### src/rtl/cipher_ser_pkg.sv
// -----------------------------------------------------------------------------
// cipher_ser_pkg
// Shared definitions for the cipher output serializer:
//   - default word / byte / FIFO-depth sizes
//   - serializer FSM state encoding
//   - FIFO entry layout {mode, word} (mode bit is the MSB of an entry)
// No ports; imported by the serializer top and its FIFO.
// -----------------------------------------------------------------------------
package cipher_ser_pkg;

    localparam int DATA_W_DEF = 16;
    localparam int BYTE_W_DEF = 8;
    localparam int DEPTH_DEF  = 2;

    // Serializer FSM: IDLE waits for a word, HI presents the high byte,
    // LO presents the low byte (and may chain straight into the next word).
    typedef enum logic [1:0] {
        ST_IDLE = 2'd0,
        ST_HI   = 2'd1,
        ST_LO   = 2'd2
    } ser_state_e;

    // FIFO entry layout at the default word width.
    typedef struct packed {
        logic                  mode;
        logic [DATA_W_DEF-1:0] word;
    } fifo_entry_t;

    // Build an entry at the default width in the {mode, word} layout.
    function automatic fifo_entry_t make_entry(input logic mode,
                                               input logic [DATA_W_DEF-1:0] word);
        fifo_entry_t e;
        e.mode = mode;
        e.word = word;
        return e;
    endfunction

endpackage

### src/rtl/cipher_ser_if.sv
// -----------------------------------------------------------------------------
// cipher_ser_if
// Byte-wide valid/ready stream leaving the serializer.
//   out_byte  : current output byte                 (master -> slave)
//   out_valid : out_byte/out_last/out_mode valid     (master -> slave)
//   out_last  : marks the low (second) byte of a word (master -> slave)
//   out_mode  : encode/decode flag of the word        (master -> slave)
//   out_ready : sink accepts the byte                 (slave  -> master)
// -----------------------------------------------------------------------------
interface cipher_ser_if #(
    parameter int BYTE_W = 8
);
    logic [BYTE_W-1:0] out_byte;
    logic              out_valid;
    logic              out_ready;
    logic              out_last;
    logic              out_mode;

    modport master (
        output out_byte,
        output out_valid,
        output out_last,
        output out_mode,
        input  out_ready
    );

    modport slave (
        input  out_byte,
        input  out_valid,
        input  out_last,
        input  out_mode,
        output out_ready
    );
endinterface

### src/rtl/cipher_ser_fifo.sv
// -----------------------------------------------------------------------------
// ser_fifo
// Small synchronous FIFO (W bits x DEPTH entries) for the serializer.
// A push while full is still accepted when a pop happens on the same edge:
// the popped slot is the one the tail pointer lands on, so the new word
// overwrites the old head only after it has been read out.
//   clka      : clock
//   restart   : async active-low reset
//   push      : write push_data at the tail (dropped if full without pop)
//   pop       : remove head entry (ignored when empty)
//   push_data : entry to write
//   head_data : entry at the head (combinational read)
//   count     : number of stored entries (saturating)
//   full      : registered, count == DEPTH
//   empty     : count == 0
// -----------------------------------------------------------------------------
module ser_fifo
    import cipher_ser_pkg::*;
#(
    parameter int W     = DATA_W_DEF + 1,
    parameter int DEPTH = DEPTH_DEF,
    localparam int PTR_W = (DEPTH > 1) ? $clog2(DEPTH) : 1,
    localparam int CNT_W = $clog2(DEPTH + 1)
) (
    input  logic             clka,
    input  logic             restart,
    input  logic             push,
    input  logic             pop,
    input  logic [W-1:0]     push_data,
    output logic [W-1:0]     head_data,
    output logic [CNT_W-1:0] count,
    output logic             full,
    output logic             empty
);

    localparam logic [CNT_W-1:0] CNT_MAX  = CNT_W'(DEPTH);
    localparam logic [PTR_W-1:0] PTR_LAST = PTR_W'(DEPTH - 1);

    logic [W-1:0]     mem_r [DEPTH];
    logic [PTR_W-1:0] wr_ptr_r;
    logic [PTR_W-1:0] rd_ptr_r;
    logic [CNT_W-1:0] count_r;
    logic [CNT_W-1:0] count_nx_s;
    logic             full_r;
    logic             push_ok_s;
    logic             pop_ok_s;

    // Pointer advance that wraps modulo DEPTH (DEPTH need not be a power of 2).
    function automatic logic [PTR_W-1:0] ptr_inc(input logic [PTR_W-1:0] p);
        logic [PTR_W-1:0] r;
        if (p == PTR_LAST) begin
            r = '0;
        end else begin
            r = p + PTR_W'(1);
        end
        return r;
    endfunction

    assign empty     = (count_r == CNT_W'(0));
    assign pop_ok_s  = pop & ~empty;
    assign push_ok_s = push & ((count_r != CNT_MAX) | pop_ok_s);
    assign head_data = mem_r[rd_ptr_r];
    assign count     = count_r;
    assign full      = full_r;

    // Saturating next-state count: a simultaneous push and pop leaves it unchanged.
    always_comb begin
        count_nx_s = count_r;
        case ({push_ok_s, pop_ok_s})
            2'b10: begin
                if (count_r != CNT_MAX) begin
                    count_nx_s = count_r + CNT_W'(1);
                end else begin
                    count_nx_s = count_r;
                end
            end
            2'b01: begin
                if (count_r != CNT_W'(0)) begin
                    count_nx_s = count_r - CNT_W'(1);
                end else begin
                    count_nx_s = count_r;
                end
            end
            default: count_nx_s = count_r;
        endcase
    end

    // Storage, pointers, count and registered full flag.
    always_ff @(posedge clka or negedge restart) begin
        if (!restart) begin
            for (int i = 0; i < DEPTH; i++) begin
                mem_r[i] <= '0;
            end
            wr_ptr_r <= '0;
            rd_ptr_r <= '0;
            count_r  <= '0;
            full_r   <= 1'b0;
        end else begin
            if (push_ok_s) begin
                mem_r[wr_ptr_r] <= push_data;
                wr_ptr_r        <= ptr_inc(wr_ptr_r);
            end
            if (pop_ok_s) begin
                rd_ptr_r <= ptr_inc(rd_ptr_r);
            end
            count_r <= count_nx_s;
            full_r  <= (count_nx_s == CNT_MAX);
        end
    end

endmodule

### src/rtl/cipher_ser.sv
// -----------------------------------------------------------------------------
// cipher_ser
// Output serializer behind the cipher datapath. Captures a finished result
// word on a one-cycle strobe, queues up to DEPTH words, and sends each word
// as two bytes (high byte first) on a valid/ready byte stream.
//   clka      : clock, rising edge
//   restart   : async active-low reset
//   cap_en    : capture strobe, data_in holds a finished result
//   cap_mode  : encode(1)/decode(0) flag sampled with cap_en
//   data_in   : result word
//   bus       : byte stream (out_byte/out_valid/out_last/out_mode, out_ready)
//   fifo_full : registered, FIFO holds DEPTH words
//   overflow  : sticky, a capture was dropped (cleared only by reset)
// -----------------------------------------------------------------------------
module cipher_ser
    import cipher_ser_pkg::*;
#(
    parameter int DATA_W = DATA_W_DEF,
    parameter int BYTE_W = BYTE_W_DEF,
    parameter int DEPTH  = DEPTH_DEF,
    localparam int ENT_W = DATA_W + 1,
    localparam int CNT_W = $clog2(DEPTH + 1)
) (
    input  logic              clka,
    input  logic              restart,
    input  logic              cap_en,
    input  logic              cap_mode,
    input  logic [DATA_W-1:0] data_in,
    cipher_ser_if.master      bus,
    output logic              fifo_full,
    output logic              overflow
);

    ser_state_e        state_r;
    ser_state_e        state_nx_s;

    logic [ENT_W-1:0]  push_data_s;
    logic [ENT_W-1:0]  head_data_s;
    logic [CNT_W-1:0]  fifo_count_s;
    logic              fifo_full_s;
    logic              fifo_empty_s;
    logic              pop_s;
    logic              hs_s;
    logic              drop_s;

    logic [BYTE_W-1:0] out_byte_r;
    logic              out_valid_r;
    logic              out_last_r;
    logic              out_mode_r;
    logic [BYTE_W-1:0] lo_byte_r;
    logic              overflow_r;

    logic [BYTE_W-1:0] out_byte_nx_s;
    logic              out_valid_nx_s;
    logic              out_last_nx_s;
    logic              out_mode_nx_s;
    logic [BYTE_W-1:0] lo_byte_nx_s;

    // Entry layout {mode, word}: mode rides along in the MSB.
    assign push_data_s = {cap_mode, data_in};
    assign hs_s        = out_valid_r & bus.out_ready;
    // A capture is lost only when the FIFO is full and nothing leaves this edge.
    assign drop_s      = cap_en & (fifo_count_s == CNT_W'(DEPTH)) & ~pop_s;

    ser_fifo #(
        .W     (ENT_W),
        .DEPTH (DEPTH)
    ) u_fifo (
        .clka      (clka),
        .restart   (restart),
        .push      (cap_en),
        .pop       (pop_s),
        .push_data (push_data_s),
        .head_data (head_data_s),
        .count     (fifo_count_s),
        .full      (fifo_full_s),
        .empty     (fifo_empty_s)
    );

    // FSM state register.
    always_ff @(posedge clka or negedge restart) begin
        if (!restart) begin
            state_r <= ST_IDLE;
        end else begin
            state_r <= state_nx_s;
        end
    end

    // FSM next-state logic; LO chains straight into HI when a word is waiting.
    always_comb begin
        state_nx_s = state_r;
        case (state_r)
            ST_IDLE: begin
                if (!fifo_empty_s) begin
                    state_nx_s = ST_HI;
                end else begin
                    state_nx_s = ST_IDLE;
                end
            end
            ST_HI: begin
                if (hs_s) begin
                    state_nx_s = ST_LO;
                end else begin
                    state_nx_s = ST_HI;
                end
            end
            ST_LO: begin
                if (hs_s && !fifo_empty_s) begin
                    state_nx_s = ST_HI;
                end else if (hs_s) begin
                    state_nx_s = ST_IDLE;
                end else begin
                    state_nx_s = ST_LO;
                end
            end
            default: state_nx_s = ST_IDLE;
        endcase
    end

    // FSM output logic: pop request and next values of the output registers.
    // Without a handshake everything holds, which keeps the stream stable
    // under backpressure.
    always_comb begin
        pop_s          = 1'b0;
        out_byte_nx_s  = out_byte_r;
        out_valid_nx_s = out_valid_r;
        out_last_nx_s  = out_last_r;
        out_mode_nx_s  = out_mode_r;
        lo_byte_nx_s   = lo_byte_r;
        case (state_r)
            ST_IDLE: begin
                if (!fifo_empty_s) begin
                    pop_s          = 1'b1;
                    out_byte_nx_s  = head_data_s[DATA_W-1 -: BYTE_W];
                    lo_byte_nx_s   = head_data_s[BYTE_W-1:0];
                    out_mode_nx_s  = head_data_s[DATA_W];
                    out_valid_nx_s = 1'b1;
                    out_last_nx_s  = 1'b0;
                end else begin
                    out_valid_nx_s = 1'b0;
                    out_last_nx_s  = 1'b0;
                end
            end
            ST_HI: begin
                if (hs_s) begin
                    out_byte_nx_s = lo_byte_r;
                    out_last_nx_s = 1'b1;
                end else begin
                    out_last_nx_s = out_last_r;
                end
            end
            ST_LO: begin
                if (hs_s && !fifo_empty_s) begin
                    pop_s          = 1'b1;
                    out_byte_nx_s  = head_data_s[DATA_W-1 -: BYTE_W];
                    lo_byte_nx_s   = head_data_s[BYTE_W-1:0];
                    out_mode_nx_s  = head_data_s[DATA_W];
                    out_valid_nx_s = 1'b1;
                    out_last_nx_s  = 1'b0;
                end else if (hs_s) begin
                    out_valid_nx_s = 1'b0;
                    out_last_nx_s  = 1'b0;
                end else begin
                    out_valid_nx_s = out_valid_r;
                end
            end
            default: begin
                out_valid_nx_s = 1'b0;
                out_last_nx_s  = 1'b0;
            end
        endcase
    end

    // Output, low-byte holding and sticky overflow registers.
    always_ff @(posedge clka or negedge restart) begin
        if (!restart) begin
            out_byte_r  <= '0;
            out_valid_r <= 1'b0;
            out_last_r  <= 1'b0;
            out_mode_r  <= 1'b0;
            lo_byte_r   <= '0;
            overflow_r  <= 1'b0;
        end else begin
            out_byte_r  <= out_byte_nx_s;
            out_valid_r <= out_valid_nx_s;
            out_last_r  <= out_last_nx_s;
            out_mode_r  <= out_mode_nx_s;
            lo_byte_r   <= lo_byte_nx_s;
            overflow_r  <= overflow_r | drop_s;
        end
    end

    assign bus.out_byte  = out_byte_r;
    assign bus.out_valid = out_valid_r;
    assign bus.out_last  = out_last_r;
    assign bus.out_mode  = out_mode_r;
    assign fifo_full     = fifo_full_s;
    assign overflow      = overflow_r;

endmodule
### src/flat_wrapper.sv
// flat-port wrapper written by rule: the top's interface ports become plain ports
module cipher_ser_flat import cipher_ser_pkg::*;
#(
    parameter int DATA_W = DATA_W_DEF,
    parameter int BYTE_W = BYTE_W_DEF,
    parameter int DEPTH  = DEPTH_DEF,
    localparam int ENT_W = DATA_W + 1,
    localparam int CNT_W = $clog2(DEPTH + 1)
)
  (clka, restart, cap_en, cap_mode, data_in, fifo_full, overflow, bus_out_byte, bus_out_valid, bus_out_last, bus_out_mode, bus_out_ready);
  cipher_ser_if #(.BYTE_W(BYTE_W)) bus_i ();
  input  logic clka;
  input  logic restart;
  input  logic cap_en;
  input  logic cap_mode;
  input  logic [DATA_W-1:0] data_in;
  output logic fifo_full;
  output logic overflow;
  output wire logic [$bits(bus_i.out_byte)-1:0] bus_out_byte;
  output wire logic [$bits(bus_i.out_valid)-1:0] bus_out_valid;
  output wire logic [$bits(bus_i.out_last)-1:0] bus_out_last;
  output wire logic [$bits(bus_i.out_mode)-1:0] bus_out_mode;
  input wire logic [$bits(bus_i.out_ready)-1:0] bus_out_ready;
  assign bus_out_byte = bus_i.out_byte;
  assign bus_out_valid = bus_i.out_valid;
  assign bus_out_last = bus_i.out_last;
  assign bus_out_mode = bus_i.out_mode;
  assign bus_i.out_ready = bus_out_ready;
  cipher_ser #(.DATA_W(DATA_W), .BYTE_W(BYTE_W), .DEPTH(DEPTH)) u_core (.clka(clka), .restart(restart), .cap_en(cap_en), .cap_mode(cap_mode), .data_in(data_in), .bus(bus_i), .fifo_full(fifo_full), .overflow(overflow));
endmodule
### config.mk
export PLATFORM = sky130hd
export DESIGN_NAME = cipher_ser_flat
export DESIGN_NICKNAME = d
export VERILOG_FILES = /design/src/rtl/cipher_ser_pkg.sv /design/src/rtl/cipher_ser_if.sv /design/src/rtl/cipher_ser_fifo.sv /design/src/rtl/cipher_ser.sv /design/src/flat_wrapper.sv
export SDC_FILE = /design/constraint.sdc
export NUM_CORES = 1
export LEC_CHECK = 0
export CORE_UTILIZATION = 40
export CTS_BUF_LIST = sky130_fd_sc_hd__clkbuf_8
export DETAILED_ROUTE_END_ITERATION = 12
export PLACE_DENSITY = 0.56
export SYNTH_ARGS = -nofsm -noshare
export SYNTH_HDL_FRONTEND = slang
export SYNTH_HIERARCHICAL = 1
export SYNTH_SLANG_ARGS = --single-unit
### constraint.sdc
create_clock -name clka -period 6.8 [get_ports clka]
set_clock_uncertainty 0.15 [all_clocks]
set_input_delay 1.36 -clock clka [delete_from_list [all_inputs] [get_ports clka]]
set_output_delay 1.36 -clock clka [all_outputs]
set_load 0.01 [all_outputs]
; Word level (Yosys, flattened, before mapping)
; Index checks and enable logic that the tools add are counted.
[totals]
out_inout_bits = 13
word_cells = 90
in_bits = 21
register_bits = 61
[op_classes]
reduce_logical = 12
eq_ne = 11
muxes = 35
bitwise = 12
addsub = 4
magnitude_cmp = 3
[op_table]
columns = cell, n
row1 = $mux 17, 4
row2 = $mux 8, 5
row3 = $bwmux 34, 1
row4 = $pmux 8 s3, 1
row5 = $demux 17 s1, 1
row6 = $pmux 8 s2, 1
row7 = $mux 1, 11
row8 = $mux 2, 5
row9 = $eq 2x2->1 const B, 4
row10 = $pmux 1 s2, 3
row11 = $pmux 2 s3, 1
row12 = $and 1x1->1, 5
row13 = $eq 2x1->1 const B, 2
row14 = $ge 2x2->1 const B, 2
row15 = $logic_not 2->1, 2
row16 = $ne 2x1->1 const B, 2
row17 = $ne 2x2->1 const B, 2
row18 = $not 1->2, 2
row19 = $pmux 2 s2, 1
row20 = $reduce_and 2->1, 2
row21 = $reduce_and 4->1, 1
row22 = $reduce_bool 2->1, 2
row23 = $ne 3x1->1 const B, 1
row24 = $not 1->1, 3
row25 = other kinds (10), 13

; Depth between registers and ports, before layout
; Gate-level depths: netlist of the first run.
[depth]
depth_word = 11
mapped_depth = 14
ltp_nobuf = 12

; Cells and area by module
; Netlist of the first run, hierarchy kept.
[modules_own_cells]
columns = module, seq_area_each_um2, area_each_um2, cells_each, instances
row1 = ser_fifo, 975.9, 1904.3, 119, 1
row2 = cipher_ser, 550.5, 1011.0, 72, 1

; Worst setup path before layout of the first run
; Ideal clock, no wire load.
[synth_timing]
path_type = input to register
start = input port bus_out_ready
end = register u_core.u_fifo.full_r, in the netlist u_core/u_fifo/full
required_time_ps = 6528
arrival_ps = 3217
cell_stages = 12
path_slack_ps = 3310
n_path_buf = 2
setup_time_ps = 122
path_cell_list = a21boi_2 or2_4 buf_6 inv_1 nand2b_4 buf_6 a21boi_0 inv_1 ha_1 a221oi_1 a21oi_1 nor2b_1
[synth_between]
elab_chain_len = 10
word_cells_on_any_way = 11
cone_classes = 3 x eq/ne / 3 x mux / 4 x bitwise / 1 x reduce/logical
[synth_rtl]
columns = element, line
row1 = "start, declared", flat_wrapper.sv:23  ; input wire logic [$bits(bus_i.out_ready)-1:0] bus_out_ready;
row2 = $and 1x1->1 (*), cipher_ser.sv:61  ; assign hs_s = out_valid_r & bus.out_ready;
row3 = $logic_and 1x1->1 (*), cipher_ser.sv:153  ; if (hs_s && !fifo_empty_s) begin
row4 = $mux 1 (*), cipher_ser.sv:153
row5 = $pmux 1 s2 (*), cipher_ser.sv:130  ; case (state_r)
row6 = $and 1x1->1 (*), cipher_ser_fifo.sv:60  ; assign pop_ok_s = pop & ~empty;
row7 = $or 1x1->1 (*), cipher_ser_fifo.sv:61  ; assign push_ok_s = push & ((count_r != CNT_MAX) | pop_ok_s);
row8 = $and 1x1->1 (*), cipher_ser_fifo.sv:61
row9 = named net u_core.u_fifo.push_ok_s, cipher_ser_fifo.sv:45  ; logic push_ok_s;
row10 = $eq 2x1->1 / $eq 2x2->1 (equally long branches), cipher_ser_fifo.sv:69  ; case ({push_ok_s, pop_ok_s})
row11 = $pmux 2 s2 (*), cipher_ser_fifo.sv:69
row12 = named net u_core.u_fifo.count_nx_s[1], cipher_ser_fifo.sv:43  ; logic [CNT_W-1:0] count_nx_s;
row13 = $eq 2x2->1 (*), cipher_ser_fifo.sv:107  ; full_r <= (count_nx_s == CNT_MAX);
row14 = "end signal, assigned", cipher_ser_fifo.sv:107
row15 = "end, declared", cipher_ser_fifo.sv:44  ; logic full_r;
; Mark *: on every way through the listed nets, which the timed path passes. The rest lies on a longest branch.
; A chain may end at the register's enable or synchronous reset.

; Worst setup path in the final report of the first run
; Same ends and word-level chain as after synthesis.

==> summary.md, run 1 <==
| Metric | Value |
|---|---|
| Status | `finished clean` |
| Global-route wire length before repair | `8850 µm` |
| Pre-antenna DRT Iters | `3` |
| Remaining DRCs | `0` |
| Distinct cells, synth | `25` |
| Top-area cell type share of the netlist area | `0.524` |
| GRT Overall Usage | `0.157` |
| Crit-path max FO | `12` |
| Initial DRC Count | `58` |
| Fraction of layout cells with a size suffix above 1 | `0.419` |
| CP endpoint kind | `flop` |
| Vias in the first global route | `1780` |
| Worst setup SP type | `input pin` |
| Met2 Resource Use GR | `0.246` |
| Initial Util | `0.422` |
| Total power | `0.00119 W` |
| Met3 Use GR | `0.0303` |
| Post-Route WL | `5440 µm` |
| Final ANT Viol Nets | `0` |
| Hold Path Class | `flop to flop` |
| Max-Cap Viols | `0` |
| Clock Pin Slew Worst Setup and Hold Paths | `0.07 ns` |
| Clk sinks | `61` |
| Ys flop type | `dfrtp_1` |
| CTS Buf Count | `9` |
| Cell area power density | `344 nW/µm²` |
| Vias per cell | `4.82` |
| GR Util met1 | `0.207` |
| Root buf cell | `clkbuf_8` |
| Final nets | `257` |
| Peak Freq | `0.263 GHz` |
| Post-CTS resize count | `0` |
| Syn-to-layout area delta | `18.8%` |
| H-tree depth | `3` |
| RSZ-0062 raised after global routing | `no` |
| Largest net degree at the start of global routing | `62` |
| Cells after Synth | `191` |
| Commonest cells post-synth | `61 x dfrtp_1, 49 x mux2_2, 27 x mux2_4` |
| Critical path arrival | `3.87 ns` |
| Post-CTS Setup Bufs | `0` |
| Period Utilization, post-route | `0.560` |
| CP max stage delay | `0.54 ns` |
| Req. time, crit path | `6.86 ns` |
| Setup_tns | `0 ns` |
| Die H | `87.4 µm` |
| Total die area | `7630 µm²` |
| Top cells by area, synth | `dfrtp_1 52%, mux2_2 19%, mux2_4 14%` |
| Final-report hold violation count | `0` |
| Yosys reg bits | `61` |
| Port buffer count | `33` |
| Clock Latency Late Sink | `0.33 ns` |
| Crit-path slowest cell | `clkdlybuf4s50_1` |
| Synth Cell Area | `2920 µm²` |
| Antenna fix cells | `0` |
| CP Cell Sequence | `clkdlybuf4s50_1, a21boi_2, or2_4, inv_1, nand2b_4, a21boi_0, inv_1, ha_1, a221oi_1, a21oi_1, nor2b_1` |
| Min Tclk post-route | `3.81 ns` |
| Clock Path Buffers | `2` |
| Routability cong. | `0.770` |
| Initial antenna violation count | `0` |
| Hpwl dp | `3550 µm` |
| Syn_area_per_cell | `15.3 µm²` |
| EDFF count, synth | `0` |
| Worst Tran Pin Value | `0.884 ns` |
| CTS tree | `yes` |
| CORE AREA | `6910 µm²` |
| Sequential area share after synthesis | `0.524` |
| Busiest grt layer | `met2` |
| Most common cell on crit path | `inv_1` |
| Lkg Pwr | `1.62 nW` |
| Die span in x | `87.4 µm` |
| Synth Warn # | `6` |
| Setup WS pre-CTS | `2.67 ns` |
| Final setup viols | `0` |
| Remaining global-route overflow | `0` |
| Peak supply drop | `0.000190 V` |
| Critical setup path kind | `input pin to flop` |
| Rel. slew slack | `0.411` |
| Count leader, synth | `dfrtp_1` |
| Setup slack after layout | `2.99 ns` |
| FP Rows | `30` |
| Fraction of registers with async set/reset | `1.00` |
| Wirelength per Cell | `16.5 µm` |
| Max Slew Vio Count | `0` |
| Leading area contributor after synthesis | `dfrtp_1` |
| DR vias | `1589` |
| Hold Buf Count CTS | `0` |
| I/O pins | `34` |
| Mapped Nets | `219` |
## final cells by class
cell class / count / area [µm²]
Timing Repair Buffer: 34 / 333
Clock buffer: 11 / 151
Fill cell: 605 / 3440
Sequential cell: 61 / 1530
Tap cell: 96 / 120
Inverter: 8 / 30.0
Multi-Input combinational cell: 115 / 1280
Clock inverter: 5 / 20.0
## registers in the layout, summed over array words and instances (netlist names), 2 cells and up
name,cells
u_core/lo_byte_r,8
u_core/u_fifo/mem_r,34
u_core/state_r,2
u_core/bus.out_byte,8
u_core/u_fifo/count,2
## where the power goes
group	leakage, nW	internal, W	switching, W
Combinational	0.757	0.000231	0.000138
Sequential	0.754	0.000480	0.0000644
Clock	0.104	0.000146	0.000130
## critical path: cells and delay by family
| kind | cells | cell delay [ns] |
|---|---|---|
| compound gates | 4 | 0.81 |
| fa+ha+maj | 1 | 0.36 |
| buf+inv | 3 | 0.75 |
| simple gates | 3 | 0.59 |
## path summary, 6_finish.rpt
path / endpoint / slack, ns / cells past startpoint / from
worst max-delay path: u_core/u_fifo/full$_DFF_PN0_ / 2.99 / 11 / bus_out_ready
worst min-delay path: u_core/overflow$_DFF_PN0_ / 0.32 / 1 / u_core/overflow$_DFF_PN0_
worst max register to register: u_core/u_fifo/full$_DFF_PN0_ / 3.65 / 12 / u_core/u_fifo/count[1]$_DFF_PN0_
worst min register to register: u_core/overflow$_DFF_PN0_ / 0.32 / 1 / u_core/overflow$_DFF_PN0_
max in group asynchronous: u_core/bus.out_byte[1]$_DFFE_PN0P_ / 4.94 / 2 / restart
min in group asynchronous: u_core/u_fifo/mem_r[13]$_DFFE_PN0P_ / 1.04 / 2 / restart
## per-stage QoR
step	util	hold slack, ns	std cells	area [µm²]
floorplan	-	0.305	191	2920
detailed placement	0.476	0.307	314	3290
global placement	0.476	0.332	314	3290
global route	0.501	0.357	330	3460
finish	0.501	0.324	330	3460
CTS	0.501	0.331	330	3460
## layer usage
metal	up-vias	wire [µm]	part of all wire
met3	9	120	0.022
met1	805	2620	0.48
met5	-	0	0
li1	751	-	-
met4	0	92	0.017
met2	24	2610	0.48
## cell usage in the layout, fill, tap and decap left out, types with 2 or more instances in the layout
cell and count:
a21oi_4 2, clkdlybuf4s50_1 32, a221oi_1 2, ha_1 7, or2_4 2, nand2_1 6
nor2b_1 2, nand2b_1 2, clkbuf_8 11, o21ai_0 3, mux2_2 49, inv_1 12
mux2_4 27, dfrtp_1 61, a21oi_1 4
## logic make-up (layout without fill, tap and decap cells)
group                      Yosys count  in the layout  share of synthesized area
adders and majority gates            7              7                     0.0300
muxes                               76             76                      0.328
buffers and inverters               15             58                     0.0369
xor gates and xnor gates             2              2                    0.00601
DFF                                 61             61                      0.524
and+or+nand+nor                     14             14                     0.0288
AOI/OAI and AO/OA                   16             16                     0.0464
No activity file was read; power rests on OpenSTA's default activity.
==> run 2: changes to the inputs <==
==> constraint.sdc (replaced) <==
create_clock -name clka -period 3.7 [get_ports clka]
set_clock_uncertainty 0.15 [all_clocks]
set_input_delay 0.74 -clock clka [delete_from_list [all_inputs] [get_ports clka]]
set_output_delay 0.74 -clock clka [all_outputs]
set_load 0.01 [all_outputs]
==> summary.md, run 2 (synthesis results as in run 1) <==
| Metric | Value |
|---|---|
| Vias per cell | `4.88 (+1.4%)` |
| FP Rows | `30 (unchanged)` |
| Power share of the clock group | `0.266 (+0.033)` |
| Rel. slew slack | `0.295 (-0.116)` |
| Hold EP | `u_core/bus.out_byte[2]$_DFFE_PN0P_` |
| Lkg Pwr | `1.64 nW (+1.3%)` |
| Initial antenna violation count | `0 (unchanged)` |
| R2R Setup Slk | `0.53 ns (-3.12 ns)` |
| Seq pwr share | `0.434 (-0.024)` |
| Busiest grt layer | `met2` |
| Wirelength per Cell | `16.4 µm (-0.45%)` |
| Max FFs per register | `34 (unchanged)` |
| Post-CTS Setup Bufs | `0 (unchanged)` |
| Die H | `87.4 µm (unchanged)` |
| Fraction of layout cells with a size suffix above 1 | `0.439 (+0.0200)` |
| CTS tree | `yes` |
| Die span in x | `87.4 µm (unchanged)` |
| Pint | `0.00168 W (+96%)` |
| Worst setup SP type | `input pin` |
| I/O pins | `34 (unchanged)` |
| Port buffer count | `33 (unchanged)` |
| Switching Power | `0.000623 W (+87%)` |
| Peak Freq | `0.312 GHz` |
| Post-CTS resize count | `0 (unchanged)` |
| Hold path start | `u_core/bus.out_byte[2]$_DFFE_PN0P_` |
| Initial Util | `0.422 (unchanged)` |
| GRT Overall Usage | `0.165 (+0.00756)` |
| Remaining global-route overflow | `0 (unchanged)` |
| Min Tclk post-route | `3.20 ns` |
| Met2 Resource Use GR | `0.277 (+0.0313)` |
| Setup_tns | `0 ns (unchanged)` |
| Clock Pin Slew Worst Setup and Hold Paths | `0.06 ns (about the same)` |
| Status | `finished clean` |
| Smallest hold slack | `0.353 ns (+0.0284 ns)` |
| Syn-to-layout area delta | `20.9%` |
| Critical path arrival | `3.27 ns (-0.60 ns)` |
| Max-Cap Viols | `0 (unchanged)` |
| Share of total power in combinational logic | `0.299 (-0.011)` |
| Pre-antenna DRT Iters | `4 (+1)` |
| Worst Tran Pin Value | `1.06 ns (+0.173 ns)` |
| R2r endpoint | `u_core/u_fifo/full$_DFF_PN0_` |
| Reg2Reg Launch Point | `u_core/u_fifo/count[1]$_DFF_PN0_` |
| DR vias | `1626 (+2.3%)` |
| Req. time, crit path | `3.76 ns (-3.10 ns)` |
| CORE AREA | `6910 µm² (unchanged)` |
| Placed Cells | `317 (+0.96%)` |
| Most common cell after layout, fill and taps aside | `dfrtp_1` |
| Clk sinks | `61 (unchanged)` |
| Top reg by flops | `u_core/u_fifo/mem_r` |
| Hold Path Class | `flop to flop` |
| Period Utilization, post-route | `0.866` |
| Final setup viols | `0 (unchanged)` |
| Final nets | `260 (+1.2%)` |
| Clock Path Buffers | `2 (unchanged)` |
| Worst Hold Depth | `1 (unchanged)` |
| Final ANT Viol Nets | `0 (unchanged)` |
| H-tree depth | `3 (unchanged)` |
| Met3 Use GR | `0.0588 (+0.0284)` |
| Vias in the first global route | `1827 (+2.6%)` |
| Most frequent cells in the layout | `61 x dfrtp_1, 49 x mux2_2, 32 x clkdlybuf4s50_1, 27 x mux2_4, 12 x clkbuf_8` |
| Routability cong. | `0.810 (+5.2%)` |
| CP endpoint kind | `flop` |
| Remaining DRCs | `0 (unchanged)` |
| Clock Latency Late Sink | `0.33 ns (about the same)` |
| GR Util met1 | `0.201 (-0.00567)` |
| Switch share | `0.271 (-0.00901)` |
| Hold Buf Count CTS | `0 (unchanged)` |
| Final-report hold violation count | `0 (unchanged)` |
| Total power | `0.00230 W (+93%)` |
| RSZ-0062 raised after global routing | `no` |
| Cell area power density | `653 nW/µm² (+90%)` |
| Antenna fix cells | `0 (unchanged)` |
| Non-Filler Instances | `333 (+0.91%)` |
| Cells on worst reg2reg path | `12 (unchanged)` |
| Post-Route WL | `5460 µm (+0.46%)` |
| Fin util | `0.510 (+0.00906)` |
| Critical setup path kind | `input pin to flop` |
| Total die area | `7630 µm² (unchanged)` |
| CTS Buf Count | `9 (unchanged)` |
| Max Slew Vio Count | `0 (unchanged)` |
| Global-route wire length before repair | `9260 µm (+4.7%)` |
| Root buf cell | `clkbuf_8` |
| Hpwl dp | `3670 µm (+3.4%)` |
| Largest net degree at the start of global routing | `48 (-23%)` |
| Peak supply drop | `0.000294 V (+55%)` |
| Crit-path max FO | `12 (unchanged)` |
| Initial DRC Count | `71 (+22%)` |
-- run 2: changes by cell type in the layout (fill, tap and decap cells not counted), sizes merged --
cell	previous run	this run
buf	2	5
clkbuf	11	12
bufinv	0	1
inv	12	9
clkinvlp	0	1
-- run 2: final cells by class --
class	count	area, µm²
multi-input combinational	115	1280
timing repair buffer	37	355
sequential	61	1530
inverter	8	30.0
clock inverter	4	46.3
fill	639	3380
tap	96	120
clock buffer	12	165
-- run 2: worst max-delay path by stage --
stage | start | to | slack, ns | cells after the start
finish | bus_out_ready | u_core/u_fifo/full$_DFF_PN0_ | 0.50 | 11
global route | u_core/u_fifo/count[1]$_DFF_PN0_ | u_core/u_fifo/full$_DFF_PN0_ | 0.30 | 12
CTS | bus_out_ready | u_core/u_fifo/full$_DFF_PN0_ | 0.57 | 11
detailed placement | bus_out_ready | u_core/u_fifo/full$_DFF_PN0_ | 0.22 | 11
global placement | bus_out_ready | u_core/u_fifo/full$_DFF_PN0_ | 0.44 | 11
floorplan | u_core/u_fifo/count[1]$_DFF_PN0_ | u_core/u_fifo/full$_DFF_PN0_ | 0.77 | 14
-- run 2: through the flow --
step | setup WS [ns] | instance area, µm²
after floorplan | 0.765 | 2920
after global placement | 0.444 | 3310
after detailed placement | 0.220 | 3310
after CTS | 0.572 | 3520
after global routing | 0.302 | 3520
final | 0.495 | 3520
-- run 2: per-layer routing --
metal  wire, µm  share of wire
met1       2510           0.46
met2       2700           0.49
met3        194          0.036
met4         61          0.011
met5          0              0
-- run 2: worst max-delay path: stages --
cell and delay (ns):
clkdlybuf4s50_1 0.54, a21boi_2 0.11, or2_4 0.36, inv_1 0.12, nand2b_4 0.10, a21boi_0 0.28
inv_1 0.08, ha_1 0.35, a221oi_1 0.30, a21oi_1 0.12, nor2b_1 0.16
-- run 2: power groups by stage --
stage | Clock, W | Sequential (W) | Combinational (W)
floorplan | 0 | 0.000972 | 0.000564
global placement | 0 | 0.000993 | 0.000663
detailed placement | 0 | 0.00101 | 0.000687
CTS | 0.000628 | 0.000999 | 0.000691
global route | 0.000662 | 0.00102 | 0.000743
finish | 0.000613 | 0.000999 | 0.000688
